<file path="src/rtl/count_free_driver.sv">
// Initiator for the count_free serial request protocol: it serialises a command, measures response latency, then releases the responder.
// Define CFD_TIMEOUT_EN to enable the WAIT_RSP watchdog (TIMEOUT_CYC); without it, timeout_o is constant 0.
module count_free_driver #(
  parameter int WIDTH       = 32,
  parameter int BIT_DIV     = 20,
  parameter int CNT_W       = 32,
  parameter int TIMEOUT_CYC = 65535
) (
  input  logic             clk,
  input  logic             rst,
  input  logic             en,
  input  logic             cmd_valid_i,
  input  logic [WIDTH-1:0] cmd_data_i,
  output logic             cmd_ready_o,
  output logic             start_req_o,
  output logic             start_data_o,
  input  logic             result_rsp_i,
  input  logic             busy_i,
  output logic             ready_o,
  output logic             done_o,
  output logic [CNT_W-1:0] lat_o,
  output logic             timeout_o
);

  localparam int BC_W = $clog2(WIDTH + 1);
  localparam int DV_W = (BIT_DIV > 1) ? $clog2(BIT_DIV) : 1;
  localparam logic [BC_W-1:0]  BC_FULL  = BC_W'(WIDTH);
  localparam logic [BC_W-1:0]  BC_ONE   = BC_W'(1);
  localparam logic [DV_W-1:0]  DIV_LAST = DV_W'(BIT_DIV - 1);
  localparam logic [CNT_W-1:0] TMO_LAST = CNT_W'(TIMEOUT_CYC - 1);
`ifdef CFD_TIMEOUT_EN
  localparam bit TMO_EN = 1'b1;
`else
  localparam bit TMO_EN = 1'b0;
`endif

  typedef enum logic [2:0] {S_IDLE, S_SEND, S_GAP, S_WAIT, S_REL} state_t;

  state_t           state_q, state_d;
  logic [WIDTH-1:0] shreg_q, shreg_d;
  logic [BC_W-1:0]  bit_cnt_q, bit_cnt_d;
  logic [DV_W-1:0]  div_q, div_d;
  logic [CNT_W-1:0] lat_q, lat_d;
  logic [CNT_W-1:0] lat_out_q, lat_out_d;
  logic             req_q, req_d, data_q, data_d, rdy_q, rdy_d;
  logic             done_q, done_d, tmo_q, tmo_d;

  always_comb begin
    state_d   = state_q;
    shreg_d   = shreg_q;
    bit_cnt_d = bit_cnt_q;
    div_d     = div_q;
    lat_d     = lat_q;
    lat_out_d = lat_out_q;
    req_d     = req_q;
    data_d    = data_q;
    rdy_d     = rdy_q;
    done_d    = 1'b0;
    tmo_d     = 1'b0;
    if (en) begin
      case (state_q)
        S_IDLE: if (cmd_valid_i) begin
          shreg_d   = cmd_data_i;
          bit_cnt_d = BC_FULL;
          div_d     = '0;
          state_d   = S_SEND;
        end
        S_SEND: if (div_q == DIV_LAST) begin
          div_d     = '0;
          shreg_d   = shreg_q << 1;
          bit_cnt_d = bit_cnt_q - 1'b1;
          if (bit_cnt_q == BC_ONE) state_d = S_GAP;
        end else begin
          div_d = div_q + 1'b1;
        end
        S_GAP: if (div_q == DIV_LAST) begin
          div_d   = '0;
          lat_d   = '0;
          state_d = S_WAIT;
        end else begin
          div_d = div_q + 1'b1;
        end
        S_WAIT: if (result_rsp_i) begin
          lat_out_d = lat_q;
          state_d   = S_REL;
        end else if (TMO_EN && (lat_q == TMO_LAST)) begin
          lat_out_d = '1;
          tmo_d     = 1'b1;
          done_d    = 1'b1;
          state_d   = S_REL;
        end else begin
          lat_d = (&lat_q) ? lat_q : lat_q + 1'b1;
        end
        S_REL: if (!busy_i) begin
          done_d  = 1'b1;
          state_d = S_IDLE;
        end
        default: state_d = S_IDLE;
      endcase
      // Outputs are registered from the next state, so the first bit lines up with the rising start_req_o.
      req_d  = (state_d == S_SEND);
      data_d = (state_d == S_SEND) && shreg_d[WIDTH-1];
      rdy_d  = (state_d == S_REL);
    end
  end

  always_ff @(posedge clk or posedge rst) begin
    if (rst) begin
      state_q   <= S_IDLE;
      shreg_q   <= '0;
      bit_cnt_q <= '0;
      div_q     <= '0;
      lat_q     <= '0;
      lat_out_q <= '0;
      req_q     <= 1'b0;
      data_q    <= 1'b0;
      rdy_q     <= 1'b0;
      done_q    <= 1'b0;
      tmo_q     <= 1'b0;
    end else begin
      state_q   <= state_d;
      shreg_q   <= shreg_d;
      bit_cnt_q <= bit_cnt_d;
      div_q     <= div_d;
      lat_q     <= lat_d;
      lat_out_q <= lat_out_d;
      req_q     <= req_d;
      data_q    <= data_d;
      rdy_q     <= rdy_d;
      done_q    <= done_d;
      tmo_q     <= tmo_d;
    end
  end

  assign cmd_ready_o  = (state_q == S_IDLE);
  assign start_req_o  = req_q;
  assign start_data_o = data_q;
  assign ready_o      = rdy_q;
  assign done_o       = done_q && en;
  assign timeout_o    = tmo_q && en;
  assign lat_o        = lat_out_q;

endmodule

</file>
<file path="config.mk">
export PLATFORM = sky130hd
export DESIGN_NAME = count_free_driver
export DESIGN_NICKNAME = d
export VERILOG_FILES = /design/src/rtl/count_free_driver.sv
export SDC_FILE = /design/constraint.sdc
export NUM_CORES = 1
export LEC_CHECK = 0
export CORE_MARGIN = 2
export CORE_UTILIZATION = 65
export CTS_CLUSTER_SIZE = 8
export DETAILED_ROUTE_END_ITERATION = 6
export DONT_BUFFER_PORTS = 1
export PLACE_DENSITY = 0.89
export SLEW_MARGIN = 20
export SYNTH_ARGS = -nofsm -noshare
export SYNTH_HDL_FRONTEND = slang
export SYNTH_SLANG_ARGS = --single-unit
</file>
<file path="constraint.sdc">
create_clock -name clk -period 5.9 [get_ports clk]
set_clock_uncertainty 0.1 [all_clocks]
set_input_delay 0.295 -clock clk [delete_from_list [all_inputs] [get_ports clk]]
set_output_delay 0.295 -clock clk [all_outputs]
set_load 0.05 [all_outputs]
</file>
==> impl_metrics.ini <==
[detailed_routing]
drt_pass1_iterations = 6
drt-total-wl_um = 14360
via_count = 4762
drc_errors = 0
ant_nets = 0
wire_per_inst_um = 20.96
via_per_inst = 6.952
drt_first_iter_violations = 517

[min_path]
hp-class = input port to flip-flop

[floorplanning]
core_area_mm2 = 0.008258
fp.dieW_um = 96.33
start_util_pct = 67.09
ios = 76
rows = 33
die_area_mm2 = 0.009279
die_h_um = 96.33

[cells_and_area]
area_delta_synth_final_pct = 17.34
insertedDiodeCount = 0
final_util_pct = 78.73
finalNetCount = 609
final_cell_area_mm2 = 0.006501
instances_no_fill = 685
drive_gt1_share_pct = 15.17

[power_and_ir_drop]
p_per_area_mw_per_mm2 = 355.0
report.power.total_mw = 2.308
p_leak_nw = 2.769
vdd_drop_max_uv = 250.4

[yosys]
synth-main-ff-cell = dfrtp_1
async_flop_share_pct = 100.0
ys_top_cells_by_area = dfrtp_1 51%, mux2_2 6.5%, o21ai_0 5.1%
avgSynthCellArea_um2 = 10.24
netlist_instances = 541
synthTopCellsByCount = 114 x dfrtp_1, 56 x o21ai_0, 51 x nand2_1, 32 x mux2_2, 30 x a22oi_1
synth_top_area_cell = dfrtp_1
yosysWarnings = 0
syn-cell-area_mm2 = 0.005540
yosys_register_bits = 114
synth_edf_count = 0
synth_top_area_share_pct = 51.49
synth.yosys.seq_area_share_pct = 51.49
yosysMostFrequentCell = dfrtp_1
synth_nets = 583
synth.distinct_cells = 53

[sta]
slew_viol_final = 0
setup_slack_ps = 2786
max_slew_margin_pct = 30.47
max_freq_mhz = 321.1
rsz0062_at_grt = false
max_slew.worst_pin.slew_ps = 1042
finalCritPeriodShare_pct = 52.78
finalSetupTns_ps = 0
report.final.setup_viol = 0
whs_ps = 59.83
fin_crit_ps = 3114
hold_viol_final = 0

[clocking]
cts_tree = yes
cts.sinks = 114
clockRootBuffer = clkbuf_8
postCtsSetupBuffers = 0
cts_buffers = 17
path_clk_slew_ps = 60
clk_latency_ps = 530
ctsResizeCount = 0
cts_buffer_depth = 2
postCtsHoldBufs = 36
cts.htree.levels = 4

[place]
hpwl_um = 8053
dp_cells = 617
pre_cts_ws_ps = 2943
gp_congestion = 0.8542
numPortBuffers = 0
placed_area_mm2 = 0.005583

[setup_path]
r2r_slack_ps = 2790
arrival_ps = 3460
path_cells = ha_1, nand4bb_1, nor3_4, buf_4, nor2_1, or4_1, a21oi_1
endpoint_kind = flip-flop
crit_family = simple AND/OR/NAND/NOR gates
max_stage_delay_ps = 620
critPathMaxFanout = 38
cp_slowest_cell = or4_1
critPathKind = flip-flop to flip-flop
start_kind = flip-flop
worstPathRequired_ps = 6250
cp_num_buf_inv = 1

[global_routing]
antenna_found_initial = 0
grt_overflow = 0
grt_pass1_vias = 4786
grt_usage_pct = 33.98
grt_pass1_wl_um = 23700
grt_start_max_net_pins = 72

[outcome]
status = finished clean

[flow_run]
cap_violations = 0
registers in the layout, indices dropped and copies added, names as in the netlist:
name,cells
bit_cnt_q,6
div_q,5
done_q,1
lat_o,32
lat_q,32
ready_o,1
shreg_q,32
start_data_o,1
start_req_o,1
state_q,3
cell type report:
type                    instances  area, um2
clock buffers                  18      427.9
well taps                     105      131.4
clock inverters                14      130.1
repair buffers                 45      427.9
flip-flops and latches        114       2853
fillers                       453       1757
multi-input cells             382       2502
inverters                       7      28.78
cells by family (layout without fill, tap and decap cells):
family                     count (synthesis)  count (layout)  share of synthesized area (%)
adders and majority gates                  4               4                         0.9034
xor gates and xnor gates                   6               6                         0.9485
and+or+nand+nor                          179             179                          17.84
other                                      1               1                        0.06769
muxes                                     36              36                          7.227
buffers and inverters                     45              84                          3.658
AOI/OAI and AO/OA                        156             156                          17.86
DFF                                      114             114                          51.49
worst paths after layout:
path                       cells past startpoint           to          from
min in group asynchronous                      2    lat_o[25]           rst
setup / recovery                               7    lat_q[13]      div_q[0]
max in group asynchronous                      3     div_q[0]           rst
hold reg to reg                                2  shreg_q[11]   shreg_q[11]
setup reg to reg                               7    lat_q[13]      div_q[0]
hold / removal                                 4    lat_q[16]  result_rsp_i
worst reg2reg max path, cell delays in order (launching register included):
cell       delay [ps]
dfrtp_1           380
ha_1              210
nand4bb_1         480
nor3_4            310
buf_4             410
nor2_1            330
or4_1             620
a21oi_1           190
power breakdown:
group,switching [mW],leakage [nW],total (mW),internal (mW)
Combinational,0.176,1.00,0.293,0.117
Clock,0.386,0.260,0.958,0.572
Sequential,0.146,1.51,1.06,0.911
per-layer routing:
layer	up-vias	global-route usage [%]	wire length, um
met2	289	55.67	7413
met1	2349	41.90	5308
li1	2067	-	-
met5	-	0	0
met3	57	9.240	1115
met4	0	16.08	523
layout by cell type, fill, tap and decap left out, types with 4 or more instances in the layout:
| cell | netlist | final |
|---|---|---|
| a21oi_1 | 29 | 29 |
| a22oi_1 | 30 | 30 |
| and2_1 | 8 | 8 |
| and3_1 | 10 | 10 |
| and4_1 | 8 | 8 |
| buf_4 | 2 | 9 |
| clkbuf_16 | 0 | 16 |
| clkinvlp_4 | 0 | 5 |
| dfrtp_1 | 114 | 114 |
| dlygate4sd3_1 | 0 | 36 |
| ha_1 | 4 | 4 |
| inv_1 | 7 | 6 |
| mux2_2 | 32 | 32 |
| mux2i_1 | 4 | 4 |
| nand2_1 | 51 | 51 |
| nand2b_1 | 4 | 4 |
| nand3_1 | 13 | 13 |
| nand4_1 | 13 | 13 |
| nor2_1 | 18 | 17 |
| nor3_1 | 6 | 5 |
| nor4_1 | 4 | 4 |
| o21ai_0 | 56 | 56 |
| o31ai_1 | 18 | 18 |
| or3_1 | 16 | 16 |
| or4_1 | 13 | 13 |
| xor2_1 | 5 | 5 |
(Power assumes the default switching activity.)
